==> src/rtl/rr_bus_arbiter8_pkg.sv <==
// Shared constants and FSM encoding for the
// 8-way round-robin bus arbiter.
package rr_bus_arbiter8_pkg;

  localparam int N_REQ = 8;
  localparam int SEL_W = 3;

  typedef enum logic {
    ST_IDLE  = 1'b0,
    ST_GRANT = 1'b1
  } state_t;

endpackage

==> src/rtl/rr_bus_arbiter8_pick.sv <==
// rr_pick8: circular priority picker, returns the
// first set request bit strictly after ptr.
module rr_pick8
  import rr_bus_arbiter8_pkg::*;
(
  input  logic [N_REQ-1:0] req,
  input  logic [SEL_W-1:0] ptr,
  output logic             any,
  output logic [SEL_W-1:0] idx
);

  logic             found;
  logic [SEL_W:0]   pos;
  logic [SEL_W-1:0] cand;

  assign any = |req;

  always_comb begin
    idx   = '0;
    found = 1'b0;
    pos   = '0;
    cand  = '0;
    for (int k = 1; k <= N_REQ; k++) begin
      pos  = {1'b0, ptr} + (SEL_W+1)'(k);
      cand = pos[SEL_W-1:0];
      if (!found && req[cand]) begin
        idx   = cand;
        found = 1'b1;
      end
    end
  end

endmodule

==> src/rtl/rr_bus_arbiter8.sv <==
// Round-robin owner of the shared result bus; holds
// the mux select for a whole burst.
module rr_bus_arbiter8
  import rr_bus_arbiter8_pkg::*;
#(
  parameter int MAX_BEATS = 16,
  parameter int CNT_W     = 5
) (
  input  logic             clk,
  input  logic             rst,
  input  logic [N_REQ-1:0] req,
  input  logic [N_REQ-1:0] last,
  input  logic             out_ready,
  output logic [SEL_W-1:0] sel,
  output logic [N_REQ-1:0] gnt,
  output logic             out_valid,
  output logic             busy
);

  localparam logic [CNT_W-1:0] CNT_LAST =
    CNT_W'(MAX_BEATS - 1);

  state_t           state_q, state_d;
  logic [SEL_W-1:0] ptr_q, ptr_d;
  logic [SEL_W-1:0] sel_q, sel_d;
  logic [N_REQ-1:0] gnt_q, gnt_d;
  logic [CNT_W-1:0] cnt_q, cnt_d;

  logic             pick_any;
  logic [SEL_W-1:0] pick_idx;
  logic             xfer;
  logic             final_beat;
  logic             rel;

  rr_pick8 u_pick (
    .req (req),
    .ptr (ptr_q),
    .any (pick_any),
    .idx (pick_idx)
  );

  assign sel        = sel_q;
  assign gnt        = gnt_q;
  assign busy       = (state_q == ST_GRANT);
  assign out_valid  = busy & req[sel_q];
  assign xfer       = out_valid & out_ready;
  assign final_beat = last[sel_q] | (cnt_q == CNT_LAST);
  // a dropped request releases without counting a beat
  assign rel        = ~req[sel_q] | (xfer & final_beat);

  always_comb begin
    state_d = state_q;
    ptr_d   = ptr_q;
    sel_d   = sel_q;
    gnt_d   = gnt_q;
    cnt_d   = cnt_q;
    unique case (state_q)
      ST_IDLE: begin
        if (pick_any) begin
          state_d = ST_GRANT;
          sel_d   = pick_idx;
          gnt_d   = N_REQ'(1) << pick_idx;
          cnt_d   = '0;
        end
      end
      ST_GRANT: begin
        if (rel) begin
          state_d = ST_IDLE;
          ptr_d   = sel_q;
          gnt_d   = '0;
        end else if (xfer) begin
          cnt_d = cnt_q + CNT_W'(1);
        end
      end
    endcase
  end

  always_ff @(posedge clk or posedge rst) begin
    if (rst) begin
      state_q <= ST_IDLE;
      ptr_q   <= SEL_W'(N_REQ - 1);
      sel_q   <= '0;
      gnt_q   <= '0;
      cnt_q   <= '0;
    end else begin
      state_q <= state_d;
      ptr_q   <= ptr_d;
      sel_q   <= sel_d;
      gnt_q   <= gnt_d;
      cnt_q   <= cnt_d;
    end
  end

endmodule

==> config.mk <==
export PLATFORM = sky130hd
export DESIGN_NAME = rr_bus_arbiter8
export DESIGN_NICKNAME = d
export VERILOG_FILES = /design/src/rtl/rr_bus_arbiter8_pkg.sv /design/src/rtl/rr_bus_arbiter8_pick.sv /design/src/rtl/rr_bus_arbiter8.sv
export SDC_FILE = /design/constraint.sdc
export NUM_CORES = 1
export LEC_CHECK = 0
export BUFFER_PORTS_ARGS = -buffer_cell sky130_fd_sc_hd__buf_2
export CAP_MARGIN = 25
export CORE_MARGIN = 4
export CORE_UTILIZATION = 57
export CTS_CLUSTER_DIAMETER = 80
export DETAILED_ROUTE_END_ITERATION = 16
export GPL_ROUTABILITY_DRIVEN = 0
export GPL_TIMING_DRIVEN = 0
export PLACE_DENSITY = 0.81
export RECOVER_POWER = 25
export SKIP_CTS_REPAIR_TIMING = 1
export SYNTH_ARGS = -nofsm -noshare
export SYNTH_HDL_FRONTEND = slang
export SYNTH_SLANG_ARGS = --single-unit
==> constraint.sdc <==
create_clock -name clk -period 5.7 [get_ports clk]
set_input_delay 1.425 -clock clk [delete_from_list [all_inputs] [get_ports clk]]
set_output_delay 1.425 -clock clk [all_outputs]
set_load 0.005 [all_outputs]
==> results.txt <==
----------------------------------------------------
[Outcome]
  Outcome ... finished clean

[Die]
  Die Span X ... 66.1 µm
  IO Count ... 32
  Area of the die ... 0.00437 mm²
  Total number of placement rows ... 20
  Std-Cell Core Area ... 0.00315 mm²
  Effective utilization at floorplan ... 61.1%
  Die height ... 66.1 µm

[Cells and area]
  Area growth, synth to finish ... 13.6%
  Layout Utilization ... 69.4%
  Ant diodes ... 0
  Count of non-filler cells in the finished layout ... 263
  Net total in the final layout ... 243
  Fill count ... 266
  Layout cell share with drive strength beyond 1 ... 33.3%

[Yosys]
  Cell variety after synth ... 47
  Number of flops mapped to enable cells by yosys ... 0
  Ranking of synthesized cells by area ... dfrtp_1, mux4_2, mux4_1
  Syn. warnings ... 0
  Proportion of netlist area held by the largest area contributor ... 22.1%
  Flops & latches, synth ... 20
  Cell Area, Synth ... 0.00193 mm²
  Number of nets in the synthesized netlist ... 207
  Area leader, netlist ... dfrtp_1
  Async SR Flop Fraction ... 100%
  Mean Syn Cell Area ... 10.5 µm²
  Sequential-to-total area share from yosys stat ... 26.2%
  Most used flip-flop cell after synthesis ... dfrtp_1
  Cells after synthesis ... 184

[Clock network]
  Cell at the root of the clock tree ... clkbuf_4
  Clock-pin slew of the registers on the worst-case setup and hold paths ... 120 ps
  Max H-tree Level ... 1
  Sinks on Clock Net ... 20
  Clock latency at the later pin of the worst-skew pair ... 310 ps
  Number of buffers added by the clock tree synthesis step ... 3
  CTS tree ... yes
  Clock Path Buffers ... 2

[STA]
  Maximum clock frequency ... 219 MHz
  Slew Limit Headroom ... 51.3%
  Slew at the pin closest to its max-slew limit ... 729 ps
  Pins over their slew limit ... 0
  Shortest clock period the worst path allows after layout ... 4570 ps
  Period Utilization, post-route ... 80.2%
  Max Clock Skew ... 10.3 ps
  Final hold violation count ... 0
  Final setup violation count ... 0
  Smallest hold slack ... 493 ps
  RSZ-0062 raised after global routing ... false
  Setup TNS after final layout ... 0 ps

[Route]
  Antenna viol nets, final ... 0
  Drc violations ... 0
  WL per Instance ... 18.6 µm
  Vias per cell ... 6.81
  Initial drt markers ... 156
  Detailed Routing Iterations Pass 1 ... 5
  Vias ... 1790
  Final WL ... 4900 µm

[Setup path]
  Crit path cell chain ... clkbuf_1, inv_1, ha_1, buf_6, mux2_4, mux4_2, o32a_4, or2_4, or4_4, a32o_1, a32o_1
  Delay contributed by the slowest stage of the critical path ... 640 ps
  Most used cell along the critical path ... a32o_1
  Setup Crit Path Kind ... flop to flop
  Data arrival time at the worst-slack endpoint ... 4780 ps
  Bufs and invs on worst path ... 3
  Largest driver fanout on the critical path ... 10
  Required time at the endpoint of the critical path ... 5910 ps
  Crit path max-delay cell type ... dfstp_2
  Startpoint kind of the worst setup timing path ... flop
  Family of cells with the greatest summed delay on the critical path ... compound AO/OA/AOI/OAI gates
  Capturing element type of the critical path ... flop

[Power]
  Leakage power figure ... 0.938 nW
  Power density cells ... 715 mW/mm²
  Worst vdd rail ir drop ... 0.330 mV

[Global route]
  Grt ovf ... 0
  Number of global-route vias before repair ... 1763
  Maximum number of pins on one net before global-route repair ... 21
  Number of antenna violations at the first check in global routing ... 0
  All-Layer GR Usage ... 24.5%
  Wire length of the first global-routing pass ... 8400 µm

[Min path]
  Min-Delay Path Class ... flop to flop

[Placement]
  Placed Cells incl. Taps ... 259
  Quantity of I/O buffers inserted on ports ... 31
  HPWL after DPL ... 3740 µm

[Run]
  Count of max-cap constraint violations ... 0

----------------------------------------------------
[synth_stat cells, drive strengths merged (2+ instances only)]
master / count
and2: 2
nor2: 12
xnor2: 2
nor3: 3
and3: 2
xor2: 4
o221ai: 3
o22ai: 2
a211oi: 2
a21oi: 10
mux4: 18
or2: 3
mux2: 14
o21ai: 13
o31ai: 5
nand3: 4
nor4: 3
mux2i: 4
buf: 4
dfrtp: 17
nand3b: 2
nand2: 18
clkbuf: 4
a32o: 5
inv: 8
ha: 4
dfstp: 3
[metrics by stage]
stage          worst slack (ps)  total power, W  instance area [µm²]
2_1_floorplan              1580         0.00116                 1930
3_3_place_gp               1290         0.00136                 2140
3_5_place_dp               1190         0.00142                 2140
4_1_cts                    1180         0.00154                 2190
5_1_grt                     969         0.00168                 2190
6_report                   1130         0.00157                 2190
[sequential cells by signal, summed over array words and instances, names as in the netlist]
name / count
busy: 1
cnt_q: 5
gnt: 8
ptr_q: 3
sel: 3
[logic make-up (layout without fill, tap and decap cells)]
| logic type | after synthesis | in the layout | synth area share, % |
|---|---|---|---|
| xor gates and xnor gates | 6 | 6 | 2.73 |
| adders and majority gates | 4 | 4 | 2.60 |
| buffers and inverters | 17 | 52 | 3.96 |
| muxes | 36 | 36 | 33.1 |
| DFF | 20 | 20 | 26.2 |
| AOI/OAI and AO/OA | 49 | 49 | 18.4 |
| and+or+nand+nor | 52 | 52 | 13.1 |
[final cells by class]
| cell class | instances | area (µm²) | area share (%) |
|---|---|---|---|
| Multi-Input combinational cell | 147 | 1350 | 61.5 |
| Sequential cell | 20 | 504 | 23.0 |
| Timing Repair Buffer | 31 | 155 | 7.09 |
| Tap cell | 44 | 55.1 | 2.51 |
| Buffer | 8 | 42.5 | 1.94 |
| Inverter | 9 | 33.8 | 1.54 |
| Clock inverter | 1 | 30.0 | 1.37 |
| Clock buffer | 3 | 22.5 | 1.03 |
[final timing paths]
path                       startpoint       end  slack (ps)  cells past startpoint
min in group asynchronous         rst    gnt[3]        1210                      2
max reg2reg                  ptr_q[1]    gnt[2]        1130                     11
min reg2reg                    gnt[5]    gnt[5]         490                      2
min                            gnt[5]    gnt[5]         490                      2
max in group asynchronous         rst  cnt_q[4]        4020                      2
max                          ptr_q[1]    gnt[2]        1130                     11
[tightest hold or removal path, cell delays in order (launching register included)]
cell and delay, ps:
dfrtp_1 370, nand2_1 50, o31ai_1 50
[layout by cell type, fill, tap and decap left out, drive strengths merged, types with 5 or more instances in the layout]
master,n
buf,35
a32o,5
inv,8
o21ai,13
clkbuf,7
dfrtp,17
o31ai,5
nand2,18
nor2,12
mux4,18
a21oi,10
mux2,14
[routing by layer]
metal,vias to the layer above,GRT usage [%],part of all wire [%]
met5,-,0,0
met4,0,5.08,1.2
met3,12,5.10,7.6
met2,92,41.6,50
met1,882,32.2,41
li1,804,-,-
[power breakdown]
part	internal, W	switching (W)
Clock	0.0000711	0.0000456
Combinational	0.000530	0.000670
Sequential	0.000198	0.0000516
Note: power is estimated with default switching activity, not from simulation.
